File: config.mk
export PLATFORM = sky130hd
export DESIGN_NAME = indirect_array_block
export DESIGN_NICKNAME = d
export VERILOG_FILES = /design/src/rtl/indirect_array_block.sv
export SDC_FILE = /design/constraint.sdc
export NUM_CORES = 1
export LEC_CHECK = 0
export CAP_MARGIN = 10
export CORE_ASPECT_RATIO = 0.6
export CORE_MARGIN = 1
export CORE_UTILIZATION = 51
export CTS_BUF_LIST = sky130_fd_sc_hd__clkbuf_16
export DETAILED_ROUTE_END_ITERATION = 8
export PLACE_DENSITY = 0.92
export SYNTH_ARGS = -nofsm -noshare
export SYNTH_HDL_FRONTEND = slang
export SYNTH_SLANG_ARGS = --single-unit
export TNS_END_PERCENT = 1
File: constraint.sdc
create_clock -name i_clk -period 7.7 [get_ports i_clk]
set_input_delay 1.155 -clock i_clk [delete_from_list [all_inputs] [get_ports i_clk]]
set_output_delay 1.155 -clock i_clk [all_outputs]
set_load 0.02 [all_outputs]
File: src/rtl/indirect_array_block.sv
// indirect_array_block
//   Per-channel indirect register arrays behind an APB slave port.
//   Each channel c occupies 0x10*c: INDEX (+0x0: [7:0] idx, [8] ainc),
//   DATA (+0x4: entry[idx]), CTRL (+0x8: [0] lock). +0xC and anything past
//   the last channel are unmapped.
//
//   Optional build macro INDIRECT_ARRAY_BLOCK_WAIT_STATE_EN adds one wait
//   state per access (o_pready from a flop); without it o_pready follows
//   i_psel & i_penable combinationally.
//
// Ports
//   i_clk, i_rst_n        clock, asynchronous active-low reset
//   i_psel .. i_pstrb     APB request
//   o_pready, o_prdata,
//   o_pslverr             APB response, all zero outside a ready access phase
//   o_entry               every entry, channel c entry e at (c*DEPTH+e)*WIDTH
module indirect_array_block #(
  parameter int          CHANNELS          = 2,
  parameter int          DEPTH             = 4,
  parameter int          WIDTH             = 8,
  parameter int          ERROR_STATUS      = 0,
  parameter logic [31:0] DEFAULT_READ_DATA = 32'h0000_0000
) (
  input  logic                            i_clk,
  input  logic                            i_rst_n,
  input  logic                            i_psel,
  input  logic                            i_penable,
  input  logic [7:0]                      i_paddr,
  input  logic                            i_pwrite,
  input  logic [31:0]                     i_pwdata,
  input  logic [3:0]                      i_pstrb,
  output logic                            o_pready,
  output logic [31:0]                     o_prdata,
  output logic                            o_pslverr,
  output logic [CHANNELS*DEPTH*WIDTH-1:0] o_entry
);

  localparam logic [8:0] LP_DEPTH  = 9'(DEPTH);
  localparam logic       LP_ERR_EN = (ERROR_STATUS != 0);
  localparam logic [1:0] LP_INDEX  = 2'd0;
  localparam logic [1:0] LP_DATA   = 2'd1;
  localparam logic [1:0] LP_CTRL   = 2'd2;

  logic [7:0]                      r_idx  [CHANNELS];
  logic                            r_ainc [CHANNELS];
  logic                            r_lock [CHANNELS];
  logic [CHANNELS*DEPTH*WIDTH-1:0] r_entry;

  logic                w_ch_ok;
  logic                w_mapped;
  logic [1:0]          w_reg;
  logic [CHANNELS-1:0] w_sel;
  logic [7:0]          w_idx_cur;
  logic                w_ainc_cur;
  logic                w_lock_cur;
  logic [WIDTH-1:0]    w_data_cur;
  logic                w_oob;
  logic                w_err;
  logic                w_xfer;
  logic [31:0]         w_rdata;
  logic [WIDTH-1:0]    w_wmask;
  logic                w_unused;

  // Low address bits and upper data/strobe lanes are don't-care for narrow entries.
  assign w_unused = ^{i_paddr[1:0], i_pwdata, i_pstrb};

`ifdef INDIRECT_ARRAY_BLOCK_WAIT_STATE_EN
  logic r_wait;

  // Set in the first access-phase cycle, drops after completion or when psel goes away.
  always_ff @(posedge i_clk or negedge i_rst_n) begin
    if (!i_rst_n) r_wait <= 1'b0;
    else          r_wait <= i_psel & i_penable & ~r_wait;
  end

  assign o_pready = r_wait & i_psel & i_penable;
`else
  // Reset term keeps o_pready low while reset is held, even mid-access.
  assign o_pready = i_psel & i_penable & i_rst_n;
`endif

  assign w_xfer  = i_psel & i_penable & o_pready;
  assign w_reg   = i_paddr[3:2];
  assign w_ch_ok = int'(i_paddr[7:4]) < CHANNELS;
  assign w_mapped = w_ch_ok && (w_reg != 2'd3);

  always_comb begin
    w_sel      = '0;
    w_idx_cur  = '0;
    w_ainc_cur = 1'b0;
    w_lock_cur = 1'b0;
    w_data_cur = '0;
    for (int c = 0; c < CHANNELS; c++) begin
      if (w_ch_ok && int'(i_paddr[7:4]) == c) begin
        w_sel[c]   = 1'b1;
        w_idx_cur  = r_idx[c];
        w_ainc_cur = r_ainc[c];
        w_lock_cur = r_lock[c];
        for (int e = 0; e < DEPTH; e++) begin
          if ({1'b0, r_idx[c]} == 9'(e)) w_data_cur = r_entry[(c*DEPTH+e)*WIDTH +: WIDTH];
        end
      end
    end
  end

  assign w_oob = {1'b0, w_idx_cur} >= LP_DEPTH;

  always_comb begin
    for (int b = 0; b < WIDTH; b++) w_wmask[b] = i_pstrb[b/8];
  end

  assign w_err = ~w_mapped | ((w_reg == LP_DATA) & (w_oob | (i_pwrite & w_lock_cur)));

  always_comb begin
    w_rdata = DEFAULT_READ_DATA;
    if (w_mapped) begin
      case (w_reg)
        LP_INDEX: w_rdata = {23'd0, w_ainc_cur, w_idx_cur};
        LP_DATA:  w_rdata = w_oob ? 32'd0 : 32'(w_data_cur);
        LP_CTRL:  w_rdata = {31'd0, w_lock_cur};
        default:  w_rdata = DEFAULT_READ_DATA;
      endcase
    end
  end

  assign o_prdata  = w_xfer ? w_rdata : 32'd0;
  assign o_pslverr = w_xfer & LP_ERR_EN & w_err;
  assign o_entry   = r_entry;

  always_ff @(posedge i_clk or negedge i_rst_n) begin
    if (!i_rst_n) begin
      for (int c = 0; c < CHANNELS; c++) begin
        r_idx[c]  <= '0;
        r_ainc[c] <= 1'b0;
        r_lock[c] <= 1'b0;
      end
      r_entry <= '0;
    end else if (w_xfer && w_mapped) begin
      for (int c = 0; c < CHANNELS; c++) begin
        if (w_sel[c]) begin
          if (i_pwrite && w_reg == LP_INDEX) begin
            if (i_pstrb[0]) r_idx[c]  <= i_pwdata[7:0];
            if (i_pstrb[1]) r_ainc[c] <= i_pwdata[8];
          end
          if (i_pwrite && w_reg == LP_CTRL && i_pstrb[0]) r_lock[c] <= i_pwdata[0];
          if (w_reg == LP_DATA && !w_oob) begin
            // Auto-increment applies to reads and to writes blocked by lock.
            if (r_ainc[c]) begin
              if ({1'b0, r_idx[c]} == LP_DEPTH - 9'd1) r_idx[c] <= '0;
              else                                    r_idx[c] <= r_idx[c] + 8'd1;
            end
            if (i_pwrite && !r_lock[c]) begin
              for (int e = 0; e < DEPTH; e++) begin
                if ({1'b0, r_idx[c]} == 9'(e)) begin
                  for (int b = 0; b < WIDTH; b++) begin
                    if (w_wmask[b]) r_entry[(c*DEPTH+e)*WIDTH+b] <= i_pwdata[b];
                  end
                end
              end
            end
          end
        end
      end
    end
  end

endmodule

==> flow_summary_export.csv, run 1 <==
group,metric,value,unit
final_layout,seq_area,2100,sq um
worst_setup_path,worstPathMaxFanout,25,
cts,cts.reportedPaths.clkPinSlew,0.06,ns
global_route,grt_max_degree,69,
sta,slew_viol_final,0,
routing,via_per_inst,6.35,
sta,slew_headroom,33.4,%
placement,dpl.hpwl,10.0,mm
sta,setup_ws,2.31,ns
yosys,synth_cells,438,
yosys,avgSynthCellArea,10.8,sq um
routing,drt-wirelength-per-cell,21.8,microns
final_layout,fillCellCount,673,
global_route,grt_pass1_vias,3951,
yosys,synth_ff_type,"dfrtp_1",
worst_setup_path,crit_path_start,"i_paddr[4]",
yosys,synth.cell_area,4720,sq um
hold_path,holdPathStages,1,
worst_setup_path,reg2reg_depth,5,
sta,finalCritPeriodShare,69.9,%
routing,first_iter_violations,444,
sta,worstMarginPinSlew,0.992,ns
routing,drtAntennaViolNets,0,
routing,drt_wl_total,13.9,mm
sta,setup_violations,0,
worst_setup_path,critPathCaptureType,"primary output",
final_layout,nNetsFinal,580,
worst_setup_path,crit_type,"input pin to primary output",
cts,cts_root_buffer,"clkbuf_16",
worst_setup_path,r2r_slack,4.47,ns
routing,post-route-drc-count,0,
yosys,yosysWarnings,0,
sta,hold_violations,0,
hold_path,whs_endpoint,"r_lock[1]",
status,status,"finished, final reports clean",
global_route,antenna_found_initial,0,
cts,holdBufCountCts,0,
cts,tritoncts,"built",
yosys,synth_top_area_share,44.5,%
final_layout,multi_input_area,2390,sq um
placement,port_buffers,95,
yosys,yosysMostFrequentCell,"dfrtp_1",
die,dieWidth,126,microns
routing,vias,4066,
cts,h-tree-depth,3,
sta,tns,0,ns
worst_setup_path,crit_top_cell,"clkdlybuf4s50_1",
sta,rsz0062_at_grt,"no",
sta,final.setup_skew,0.00678,ns
worst_setup_path,r2r_end,"o_entry[57]",
die,num_io_pins,147,
power,p_leak,2.65,nW
final_layout,syn2layout_area_growth,25.9,%
worst_setup_path,slowest_delay,0.70,ns
worst_setup_path,cp-start-kind,"input pin",
cts,cts_setup_buffers,0,
sta,min_period,5.39,ns
die,die-area,9660,sq um
cts,clock_path_buffers,2,
power,powerDensity,159,nW/um^2
yosys,yosys-top-cells-area,"dfrtp_1 (45%), mux2_2 (17%), buf_4 (3.8%)",
sta,max_freq,186,MHz
sta,holdWs,0.533,ns
hold_path,hold_start,"r_lock[1]",
die,die_h,76.5,microns
worst_setup_path,rr_startpoint,"r_idx[6]",
routing,dr.pass1.iters,6,
final_layout,diodes,0,
global_route,grt_first_pass_wirelength,21.9,mm
cts,cts_resized,0,
cts,clock_sinks,84,
power,ir_worst_vdd,0.121,mV
yosys,ys_types,54,
die,start_util,53.9,%
yosys,async_reset_ff_share,100,%
die,core_area,8750,sq um
hold_path,hold_path_class,"register to register",
placement,post-place-ws,2.43,ns
global_route,overflow,0,
worst_setup_path,cp_data_arrival_time,4.23,ns
global_route,track_usage,30.1,%
yosys,synthTopCellsByCount,"dfrtp_1 (84), mux2_2 (73), nand2_1 (37)",
worst_setup_path,critical_path.cell_chain,"clkdlybuf4s50_1 > buf_4 > or4b_1 > nand2_1 > nand4_1 > o32ai_1 > clkdlybuf4s50_1",
yosys,ys_seq_area_share,44.5,%
yosys,synth_seq_cells,84,
worst_setup_path,crit_required,6.55,ns
placement,gp_congestion,0.978,
worst_setup_path,cpMaxStageDelayCell,"clkdlybuf4s50_1",
cts,clock_latency,0.34,ns
yosys,synth_area_leader_cell,"dfrtp_1",
final_layout,drive_above_1_share,18.9,%
cts,cts_made_buffers,9,
job,cap_violations,0,
die,core.rowCount,26,
yosys,synth_edf_count,0,
## cells in the final DEF (no fill, tap or decap), types with 6 or more instances in the layout
cell type        netlist  final
conb_1                 1     24
nor2b_1                8      8
clkbuf_16              0      9
a221oi_1              12     12
dfrtp_1               84     84
clkdlybuf4s50_1        0     94
nand2b_1               6      6
nand2_1               37     37
ha_1                   8      8
a31oi_1                6      6
o31ai_1                7      7
o22ai_1               11     11
inv_1                 13     14
mux2_2                73     73
nor3_1                13     13
nor2_1                18     18
mux2i_1               11     11
a21oi_1               12     12
## area by class of cell
cell class                      count  share of cell area (%)
Inverter                           13                   0.821
Timing Repair Buffer               98                    16.3
Sequential cell                    84                    35.4
Clock inverter                      7                    1.16
Tap cell                          112                    2.36
Multi-Input combinational cell    317                    40.2
Clock buffer                        9                    3.79
## through the flow
| step | instances | util (%) | cell area, sq um | power [mW] |
|---|---|---|---|---|
| final | 640 | 67.9 | 5940 | 0.944 |
| after floorplan | 461 | - | 4810 | 0.503 |
| after detailed placement | 624 | 64.6 | 5650 | 0.527 |
| after global placement | 624 | 64.6 | 5650 | 0.525 |
| after CTS | 640 | 67.9 | 5940 | 0.948 |
| after global routing | 640 | 67.9 | 5940 | 0.971 |
## kinds of logic (layout without fill, tap and decap cells)
kind of cell / count (synthesis) / in the layout / synth area share [%]
simple gates: 118 / 118 / 12.9
fa+ha+maj: 8 / 8 / 2.12
flops: 84 / 84 / 44.5
mux: 85 / 85 / 20.2
xor+xnor: 1 / 1 / 0.186
compound gates: 81 / 81 / 13.2
buf+inv: 60 / 127 / 6.73
other cells: 1 / 24 / 0.0794
## report_power, final
group	switching (mW)	internal (mW)
logic	0.0490	0.0225
registers	0.00544	0.445
clock network	0.173	0.250
## layer usage
layer / global-route usage, % / wire, microns / up-vias
li1: - / - / 1743
met1: 41.5 / 5830 / 2005
met2: 44.8 / 6140 / 296
met3: 10.6 / 1770 / 22
met4: 8.07 / 183 / 0
met5: 0 / 0 / -
## worst max path at each step
| stage | endpoint | slack, ns | cells after the start |
|---|---|---|---|
| floorplan | o_prdata[3] | 3.89 | 5 |
| global placement | o_prdata[7] | 2.45 | 7 |
| detailed placement | o_prdata[0] | 2.43 | 7 |
| CTS | o_prdata[7] | 2.43 | 7 |
| global route | o_prdata[7] | 2.25 | 7 |
| finish | o_prdata[7] | 2.31 | 7 |
## sequential cells by signal, summed over array words and instances, names as in the netlist
signal,flops
r_lock,2
o_entry,64
r_ainc,2
r_idx,16
## critical path, delay by kind of cell
family	cells	cell delay (ns)
buffers and inverters	3	1.44
and+or+nand+nor	3	1.02
AOI/OAI and AO/OA	1	0.59
Power figures use the tool's default switching activity.
==> run 2: changes to the inputs <==
--- a/config.mk
+++ b/config.mk
@@ -8,10 +8,10 @@
 export CAP_MARGIN = 10
 export CORE_ASPECT_RATIO = 0.6
 export CORE_MARGIN = 1
-export CORE_UTILIZATION = 51
+export CORE_UTILIZATION = 43
 export CTS_BUF_LIST = sky130_fd_sc_hd__clkbuf_16
 export DETAILED_ROUTE_END_ITERATION = 8
-export PLACE_DENSITY = 0.92
+export PLACE_DENSITY = 0.84
 export SYNTH_ARGS = -nofsm -noshare
 export SYNTH_HDL_FRONTEND = slang
 export SYNTH_SLANG_ARGS = --single-unit
==> constraint.sdc (replaced) <==
create_clock -name i_clk -period 4.35 [get_ports i_clk]
set_input_delay 0.6525 -clock i_clk [delete_from_list [all_inputs] [get_ports i_clk]]
set_output_delay 0.6525 -clock i_clk [all_outputs]
set_load 0.02 [all_outputs]
==> run 2 against run 1 <==
Critical path depth down 1. Clock skew fell by 0.0019 ns. Worst setup slack lost 2.2 ns. Clock-buffer cell count is the same. Sequential share of layout area decreased by 0.22 points. Combinational power grew 79%. Die area is 18% higher. Cell count grew 4.7%. Wire length is 2.2% lower. First-iteration DRC count is 42% lower. Core utilization decreased by 12 points. Via count down 1.7%. Critical path type is now register to primary output. Largest cell class unchanged.
==> flow_summary_export.csv, run 2 (synthesis results as in run 1) <==
group,metric,value,unit
sta,slew_viol_final,0,
power,ir_worst_vdd,0.197,mV
cts,holdBufCountCts,0,
die,start_util,44.4,%
cts,cts_setup_buffers,0,
worst_setup_path,cpLargestDelayFamily,"simple AND/OR/NAND/NOR gates",
sta,max_freq,236,MHz
worst_setup_path,cpMaxStageDelayCell,"clkdlybuf4s50_1",
cts,cts_root_buffer,"clkbuf_16",
placement,gp_congestion,0.900,
routing,drtAntennaViolNets,0,
power,total_power,1.63,mW
cts,tritoncts,"built",
worst_setup_path,worstPathMaxFanout,6,
power,p_leak,2.64,nW
worst_setup_path,slowest_delay,0.69,ns
final_layout,post_layout_nonfiller_instances,670,
sta,holdWs,0.533,ns
die,die_h,83.2,microns
routing,post-route-drc-count,0,
cts,h-tree-depth,3,
sta,slew_headroom,29.8,%
placement,port_buffers,95,
worst_setup_path,crit_required,3.70,ns
worst_setup_path,critPathBufInv,1,
sta,hold_violations,0,
cts,cts_made_buffers,9,
cts,cts_resized,0,
final_layout,fillCellCount,900,
worst_setup_path,crit_type,"register to primary output",
global_route,grt_first_pass_wirelength,21.2,mm
placement,dpl.hpwl,9.94,mm
global_route,grt_pass1_vias,3717,
worst_setup_path,r2r_slack,1.35,ns
final_layout,syn2layout_area_growth,26.7,%
worst_setup_path,critPathCaptureType,"primary output",
cts,clock_sinks,84,
worst_setup_path,cp_data_arrival_time,3.59,ns
status,status,"finished, final reports clean",
final_layout,diodes,0,
global_route,antenna_found_initial,0,
routing,drt-wirelength-per-cell,20.3,microns
die,dieWidth,137,microns
worst_setup_path,cp-start-kind,"register",
sta,min_period,4.24,ns
job,cap_violations,0,
die,core_area,10600,sq um
sta,final.setup_skew,0.00484,ns
routing,dr.pass1.iters,5,
die,die-area,11400,sq um
cts,clock_latency,0.34,ns
placement,dp_cells,654,
sta,rsz0062_at_grt,"no",
global_route,track_usage,25.1,%
sta,tns,0,ns
cts,clock_path_buffers,2,
global_route,overflow,0,
routing,vias,3996,
cts,cts.reportedPaths.clkPinSlew,0.06,ns
final_layout,nNetsFinal,583,
global_route,grt_max_degree,85,
sta,worstMarginPinSlew,1.05,ns
worst_setup_path,critical_path.cell_chain,"or4_4 > or4b_1 > nand2_1 > nand4_1 > o32ai_1 > clkdlybuf4s50_1",
sta,finalCritPeriodShare,97.5,%
routing,via_per_inst,5.96,
final_layout,largest_reg_flops,64,
routing,first_iter_violations,257,
final_layout,final_common_cell,"clkdlybuf4s50_1",
routing,drt_wl_total,13.6,mm
final_layout,drive_above_1_share,19.6,%
hold_path,hold_path_class,"register to register",
sta,setup_violations,0,
power,powerDensity,272,nW/um^2
die,core.rowCount,29,
die,num_io_pins,147,
final_layout,layout.cells.most_common_list,"clkdlybuf4s50_1 (94), dfrtp_1 (84), mux2_2 (73)",
## run 2: cell count changes in the layout (fill, tap and decap cells not counted), sizes merged
cell,delta
buf,+3
bufinv,-1
clkinv,-2
inv,+1
clkinvlp,+2
## run 2: metal layers
metal  wire length (microns)  track usage [%]  share of wire, %
met2                    5830             34.3                43
met4                     198             6.49               1.5
met1                    6260             37.9                46
met5                       0                0                 0
met3                    1330             7.63               9.8
## run 2: stage by stage
step           instance area [sq um]  worst slack (ns)  utilization [%]
2_1_floorplan                   4810              1.24                -
6_report                        5980             0.111             56.3
3_5_place_dp                    5710             0.357             53.7
3_3_place_gp                    5710             0.451             53.7
5_1_grt                         5980            0.0426             56.3
4_1_cts                         5980             0.181             56.3
## run 2: final timing paths
| path | start | end | cells past startpoint |
|---|---|---|---|
| min in group asynchronous | i_rst_n | r_ainc[0] | 2 |
| max | r_idx[6] | o_prdata[4] | 6 |
| max reg2reg | r_idx[6] | o_entry[16] | 5 |
| min reg2reg | o_entry[62] | o_entry[62] | 1 |
| max in group asynchronous | i_rst_n | o_entry[5] | 2 |
| min | o_entry[62] | o_entry[62] | 1 |
## run 2: area by class of cell
type,count,area (sq um),share of cell area (%)
clock buffers,9,225,3.77
clock inverters,7,50.0,0.837
inverters,13,48.8,0.816
multi-input cells,317,2390,39.9
flip-flops and latches,84,2100,35.1
well taps,139,174,2.91
repair buffers,101,993,16.6
## run 2: power by group
group / total, mW / internal (mW) / leakage, nW / switching [mW]
Sequential: 0.796 / 0.787 / 1.15 / 0.00882
Combinational: 0.128 / 0.0425 / 1.36 / 0.0859
Clock: 0.706 / 0.388 / 0.130 / 0.317
Total: 1.63 / 1.22 / 2.64 / 0.412
